### src/rtl/elevador_pkg.sv
// Shared types, floor constants and small floor-mask helpers for the elevator controller.
package elevador_pkg;
  typedef enum logic [2:0] {PARADO, SUBINDO, DESCENDO, PORTA_ABERTA, FALHA} estado_t;
  typedef enum logic {UP, DOWN} dir_t;
  typedef logic [1:0] andar_t;

  localparam int     N_ANDARES = 3;
  localparam andar_t ANDAR_MIN = 2'd1;
  localparam andar_t ANDAR_MAX = 2'd3;

  function automatic logic [N_ANDARES-1:0] um_quente(input andar_t a);
    case (a)
      2'd1:    um_quente = 3'b001;
      2'd2:    um_quente = 3'b010;
      2'd3:    um_quente = 3'b100;
      default: um_quente = 3'b000;
    endcase
  endfunction

  // Floor of a one-hot sensor word; 0 when not exactly one bit is set.
  function automatic andar_t decodifica(input logic [N_ANDARES-1:0] s);
    case (s)
      3'b001:  decodifica = 2'd1;
      3'b010:  decodifica = 2'd2;
      3'b100:  decodifica = 2'd3;
      default: decodifica = 2'd0;
    endcase
  endfunction

  function automatic logic [N_ANDARES-1:0] acima(input andar_t a);
    case (a)
      2'd1:    acima = 3'b110;
      2'd2:    acima = 3'b100;
      default: acima = 3'b000;
    endcase
  endfunction

  function automatic logic [N_ANDARES-1:0] abaixo(input andar_t a);
    case (a)
      2'd2:    abaixo = 3'b001;
      2'd3:    abaixo = 3'b011;
      default: abaixo = 3'b000;
    endcase
  endfunction
endpackage

### src/rtl/elevador_porta_segura.sv
// Door interlock: opening allowed only with the motor off and the car aligned at one floor.
module porta_segura
  import elevador_pkg::*;
(
  input  logic                 subir,
  input  logic                 descer,
  input  logic [N_ANDARES-1:0] sensor,
  output logic                 permitido
);
  assign permitido = !subir && !descer && (decodifica(sensor) != 2'd0);
endmodule

### src/rtl/elevador_controlador.sv
// 3-floor elevator controller: call latching, SCAN scheduling, door timer, travel timeout, fault latch.
module elevador_controlador
  import elevador_pkg::*;
#(
  parameter int TEMPO_PORTA   = 4,
  parameter int TEMPO_TIMEOUT = 64
) (
  input  logic                 clock,
  input  logic                 reset,
  input  logic [N_ANDARES-1:0] chamada,
  input  logic [N_ANDARES-1:0] sensor,
  input  logic                 obstaculo,
  output logic                 subir,
  output logic                 descer,
  output logic                 porta,
  output logic [N_ANDARES-1:0] pendente,
  output andar_t               andar_atual,
  output logic                 falha
);
  localparam int TMAX = (TEMPO_PORTA > TEMPO_TIMEOUT) ? TEMPO_PORTA : TEMPO_TIMEOUT;
  localparam int CW   = $clog2(TMAX + 1);
  localparam logic [CW-1:0] T_PORTA   = CW'(TEMPO_PORTA);
  localparam logic [CW-1:0] T_TIMEOUT = CW'(TEMPO_TIMEOUT);
  localparam logic [CW-1:0] T_UM      = CW'(1);

  estado_t               estado, estado_n;
  dir_t                  dir, dir_n;
  andar_t                andar_n, andar_sensor;
  logic [N_ANDARES-1:0]  pend_n, limpa, absorve, aqui;
  logic [CW-1:0]         timer, timer_n;
  logic                  multi, novo_andar, permitido;

  assign aqui         = um_quente(andar_atual);
  assign andar_sensor = decodifica(sensor);
  assign novo_andar   = (andar_sensor != 2'd0) && (andar_sensor != andar_atual);
  assign multi        = (sensor[0] & sensor[1]) | (sensor[0] & sensor[2]) | (sensor[1] & sensor[2]);

  always_comb begin
    estado_n = estado;
    dir_n    = dir;
    andar_n  = andar_atual;
    timer_n  = timer;
    limpa    = '0;
    absorve  = '0;
    if (multi) begin
      estado_n = FALHA;
    end else begin
      case (estado)
        PARADO: begin
          if (|(pendente & aqui) && sensor == aqui) begin
            estado_n = PORTA_ABERTA;
            timer_n  = T_PORTA;
            limpa    = aqui;
          end else if (|(pendente & ((dir == UP) ? acima(andar_atual) : abaixo(andar_atual)))) begin
            estado_n = (dir == UP) ? SUBINDO : DESCENDO;
            timer_n  = T_TIMEOUT;
          end else if (|(pendente & ((dir == UP) ? abaixo(andar_atual) : acima(andar_atual)))) begin
            dir_n    = (dir == UP) ? DOWN : UP;
            estado_n = (dir == UP) ? DESCENDO : SUBINDO;
            timer_n  = T_TIMEOUT;
          end
        end
        SUBINDO, DESCENDO: begin
          if (novo_andar) begin
            andar_n = andar_sensor;
            timer_n = T_TIMEOUT;
            // End floors always stop the car, pending or not.
            if (|(pendente & sensor) ||
                (estado == SUBINDO  && andar_sensor == ANDAR_MAX) ||
                (estado == DESCENDO && andar_sensor == ANDAR_MIN)) begin
              estado_n = PORTA_ABERTA;
              timer_n  = T_PORTA;
              limpa    = sensor;
            end
          end else if (timer <= T_UM) begin
            estado_n = FALHA;
          end else begin
            timer_n = timer - T_UM;
          end
        end
        PORTA_ABERTA: begin
          absorve = chamada & aqui;
          if (sensor == '0) begin
            estado_n = FALHA;
          end else if (obstaculo || |absorve) begin
            timer_n = T_PORTA;
          end else if (timer <= T_UM) begin
            estado_n = PARADO;
            timer_n  = '0;
          end else begin
            timer_n = timer - T_UM;
          end
        end
        default: ;
      endcase
    end
    // A new call beats a same-edge clear; only the open-door floor swallows calls.
    pend_n = (pendente & ~limpa) | (chamada & ~absorve);
  end

  always_ff @(posedge clock or negedge reset) begin
    if (!reset) begin
      estado      <= PARADO;
      dir         <= UP;
      andar_atual <= ANDAR_MIN;
      pendente    <= '0;
      timer       <= '0;
      subir       <= 1'b0;
      descer      <= 1'b0;
      falha       <= 1'b0;
    end else begin
      estado      <= estado_n;
      dir         <= dir_n;
      andar_atual <= andar_n;
      pendente    <= pend_n;
      timer       <= timer_n;
      subir       <= (estado_n == SUBINDO);
      descer      <= (estado_n == DESCENDO);
      falha       <= (estado_n == FALHA);
    end
  end

  porta_segura u_porta (
    .subir     (subir),
    .descer    (descer),
    .sensor    (sensor),
    .permitido (permitido)
  );

  assign porta = (estado == PORTA_ABERTA) && permitido;
endmodule
### config.mk
export PLATFORM = sky130hd
export DESIGN_NAME = elevador_controlador
export DESIGN_NICKNAME = d
export VERILOG_FILES = /design/src/rtl/elevador_pkg.sv /design/src/rtl/elevador_porta_segura.sv /design/src/rtl/elevador_controlador.sv
export SDC_FILE = /design/constraint.sdc
export NUM_CORES = 1
export LEC_CHECK = 0
export CAP_MARGIN = 20
export CELL_PAD_IN_SITES_DETAIL_PLACEMENT = 0
export CELL_PAD_IN_SITES_GLOBAL_PLACEMENT = 1
export CORE_UTILIZATION = 38
export DETAILED_ROUTE_END_ITERATION = 10
export GPL_TIMING_DRIVEN = 1
export PLACE_DENSITY = 0.83
export SLEW_MARGIN = 30
export SYNTH_ARGS = -nofsm -noshare
export SYNTH_HDL_FRONTEND = slang
export SYNTH_HIERARCHICAL = 1
export SYNTH_SLANG_ARGS = --single-unit
### constraint.sdc
create_clock -name clock -period 2.6 [get_ports clock]
set_clock_uncertainty 0.1 [all_clocks]
set_input_delay 0.78 -clock clock [delete_from_list [all_inputs] [get_ports clock]]
set_output_delay 0.78 -clock clock [all_outputs]
set_load 0.02 [all_outputs]
==> metrics.csv <==
metric,value,unit
clk_pin_slew,90,ps
path_max_fanout,7,
nets,253,
cellLeakagePower,0.886,nW
fin_crit,2590,ps
drt_iter0_markers,141,
cts_tree,built,
endpoint_kind,register,
overflow,0,
netlist_area,1540,um2
grt_pass1_vias,1641,
io_buffers,17,
max_freq,0.386,GHz
critPathKind,in -> reg,
place_congestion,0.878,
synth.avg_cell_area,8.50,um2
power_frac_clock,31.3,%
grt_usage,23.1,%
worst_pin_slew,664,ps
final_core_util,57.7,%
critPathBufInv,4,
fp.dieH,65.6,um
drc_errors,0,
slowest_delay,370,ps
via_per_inst,5.84,
synth_flop_cell,dfrtp_1,
cp_slowest_cell,or3_1,
switching_share,30.2,%
clock_latency,260,ps
yosys_warnings,6,
ys_seq_area_share,31.0,%
timing.slew.headroom,55.4,%
grt_pass1_wl,7530,um
grt_max_degree,20,
ys_seq_elements,19,
cp_top_family,buffers and inverters,
cts_buffer_depth,2,
async_reset_ff_share,100,%
path_common_cell,buf_4,
placeableCoreArea,3770,um2
finalPower,0.707,mW
first_pass_iters,4,
num_io_pins,18,
cts-root-buf,clkbuf_8,
setup_tns,0,ps
layout.cells.non_filler,285,
cts.sinks,19,
area_growth,41.3,%
cts_buffers,3,
num_antenna_cells,0,
synth_edf_count,0,
fin_crit_sh,99.7,%
setup_viol,0,
drive_above_1_share,30.8,%
antenna_found_initial,0,
synth_cells,181,
arrival,2650,ps
multiInputGateArea,1040,um2
status,completed,
irDropWorstVdd,0.226,mV
dp_hpwl,3350,um
hold_buffers,0,
synth.net_count,196,
comb_power_share,23.2,%
hold_class,reg -> reg,
internal_power,0.493,mW
wl_per_cell,16.6,um
placedCellCount,268,
ant_nets,0,
crit_chain,"clkdlybuf4s15_2, buf_6, buf_4, a222oi_1, buf_4, a22oi_2, and2_1, or3_1, a22o_1",
vias,1663,
p_switching,0.214,mW
start_kind,input port,
wirelength,4730,um
yosysUniqueCellTypes,58,
start_util,40.8,%
power.density,325,nW/um2
rows,22,
register_area,477,um2
num-fill-cells,336,
maxCapViolCount,0,
cts_max_level,1,
die_area,4310,um2
drv_slew,0,
pwr-share-seq,45.5,%
cp.required,2660,ps
fp.dieW,65.6,um
finalHoldViolCount,0,
power groups by stage:
stage          logic (mW)  clock network [mW]  registers (mW)
6_report            0.164               0.221           0.322
5_1_grt             0.179               0.227           0.323
4_1_cts             0.155               0.222           0.321
3_5_place_dp        0.137                   0           0.327
3_3_place_gp        0.132                   0           0.325
2_1_floorplan      0.0790                   0           0.324
through the flow:
| step | area (um2) | setup slack (ps) | hold WS [ps] |
|---|---|---|---|
| finish | 2170 | 7.14 | 463 |
| global route | 2170 | -112 | 502 |
| CTS | 2120 | 19.0 | 464 |
| detailed placement | 1950 | -652 | 420 |
| global placement | 1950 | -633 | 415 |
| floorplan | 1540 | 12.6 | 384 |
path summary, 6_finish.rpt:
path | from | to | slack (ps) | cells after the start
worst max-delay path | sensor[2] | timer[2]$_DFFE_PN0P_ | 7 | 9
worst min-delay path | timer[6]$_DFFE_PN0P_ | timer[6]$_DFFE_PN0P_ | 460 | 2
worst max register to register | andar_atual[0]$_DFFE_PN1P_ | timer[2]$_DFFE_PN0P_ | 100 | 8
worst min register to register | timer[6]$_DFFE_PN0P_ | timer[6]$_DFFE_PN0P_ | 460 | 2
max in group asynchronous | reset | andar_atual[0]$_DFFE_PN1P_ | 1380 | 2
min in group asynchronous | reset | dir$_DFFE_PN0P_ | 750 | 2
timing repair:
action | 4_1_cts | 5_1_grt
cloned | 0 | 0
resized for setup | 21 | 9
setup endpoints to repair | 17 | 13
pin swaps | 10 | 9
setup buffers | 10 | 3
synth_stat cells (2+ instances only):
| cell | number | area share (%) |
|---|---|---|
| o21ai_1 | 2 | 0.65 |
| o21a_1 | 2 | 0.98 |
| dfrtp_1 | 18 | 29 |
| nor3_1 | 4 | 1.3 |
| nand4_1 | 3 | 1.2 |
| xor2_1 | 8 | 4.6 |
| or2_2 | 2 | 0.81 |
| a32oi_1 | 2 | 1.1 |
| clkbuf_1 | 5 | 1.2 |
| o221ai_1 | 2 | 1.1 |
| a22oi_1 | 2 | 0.98 |
| nor2_1 | 18 | 4.4 |
| or3_1 | 3 | 1.2 |
| o21ai_0 | 8 | 2.6 |
| nand2b_1 | 4 | 1.6 |
| a22o_1 | 3 | 1.7 |
| o21bai_1 | 2 | 0.98 |
| inv_1 | 10 | 2.4 |
| and2_1 | 4 | 1.6 |
| o21ai_2 | 2 | 1.1 |
| a211oi_1 | 3 | 1.5 |
| a21oi_1 | 9 | 2.9 |
| o211ai_1 | 2 | 0.98 |
| ha_1 | 6 | 4.9 |
| nand2_1 | 14 | 3.4 |
| nor4bb_1 | 2 | 1.3 |
| buf_6 | 2 | 1.5 |
| a31oi_1 | 3 | 1.2 |
| nor3b_1 | 2 | 0.98 |
| nor4_1 | 3 | 1.2 |
| nand3_1 | 3 | 0.98 |
| a222oi_1 | 2 | 1.3 |
cells in the final DEF, fill, tap and decap left out, types with 5 or more instances in the layout:
cell              n
a21oi_1           9
inv_1            10
buf_4            39
nand2_1          14
ha_1              5
nor2_1           18
clkdlybuf4s50_1  13
dfrtp_1          18
xor2_1            8
o21ai_0           7
registers in the layout, summed over array words and instances (netlist names):
register	flops
estado	3
pendente	3
dir	1
andar_atual	2
timer	7
falha	1
subir	1
descer	1
layer usage:
| metal | up-vias | part of all wire (%) | track usage, % |
|---|---|---|---|
| li1 | 785 | - | - |
| met1 | 798 | 44 | 29.8 |
| met2 | 66 | 48 | 38.0 |
| met3 | 14 | 5.8 | 3.30 |
| met4 | 0 | 2.5 | 9.78 |
| met5 | - | 0 | 0 |
final cells by class:
cell class	instances	area share, %
clock buffer	3	1.90
clock inverter	1	0.230
inverter	10	1.73
multi-input combinational	143	47.8
sequential	19	21.9
tap	48	2.76
timing repair buffer	61	23.6
logic make-up after synthesis:
logic type      Yosys count  share of synthesized area [%]
simple gates             71                           25.2
xor+xnor                  8                           4.55
flops                    19                           31.0
buf+inv                  19                           5.94
fa+ha+maj                 6                           4.88
compound gates           58                           28.5
worst register-to-register path: cells and delay by family (launching register included):
| family | cells | cell delay (ps) |
|---|---|---|
| compound gates | 3 | 530 |
| xor+xnor | 1 | 200 |
| fa+ha+maj | 1 | 230 |
| buf+inv | 1 | 70 |
| flops | 1 | 570 |
| simple gates | 2 | 690 |
(Power assumes the default switching activity.)
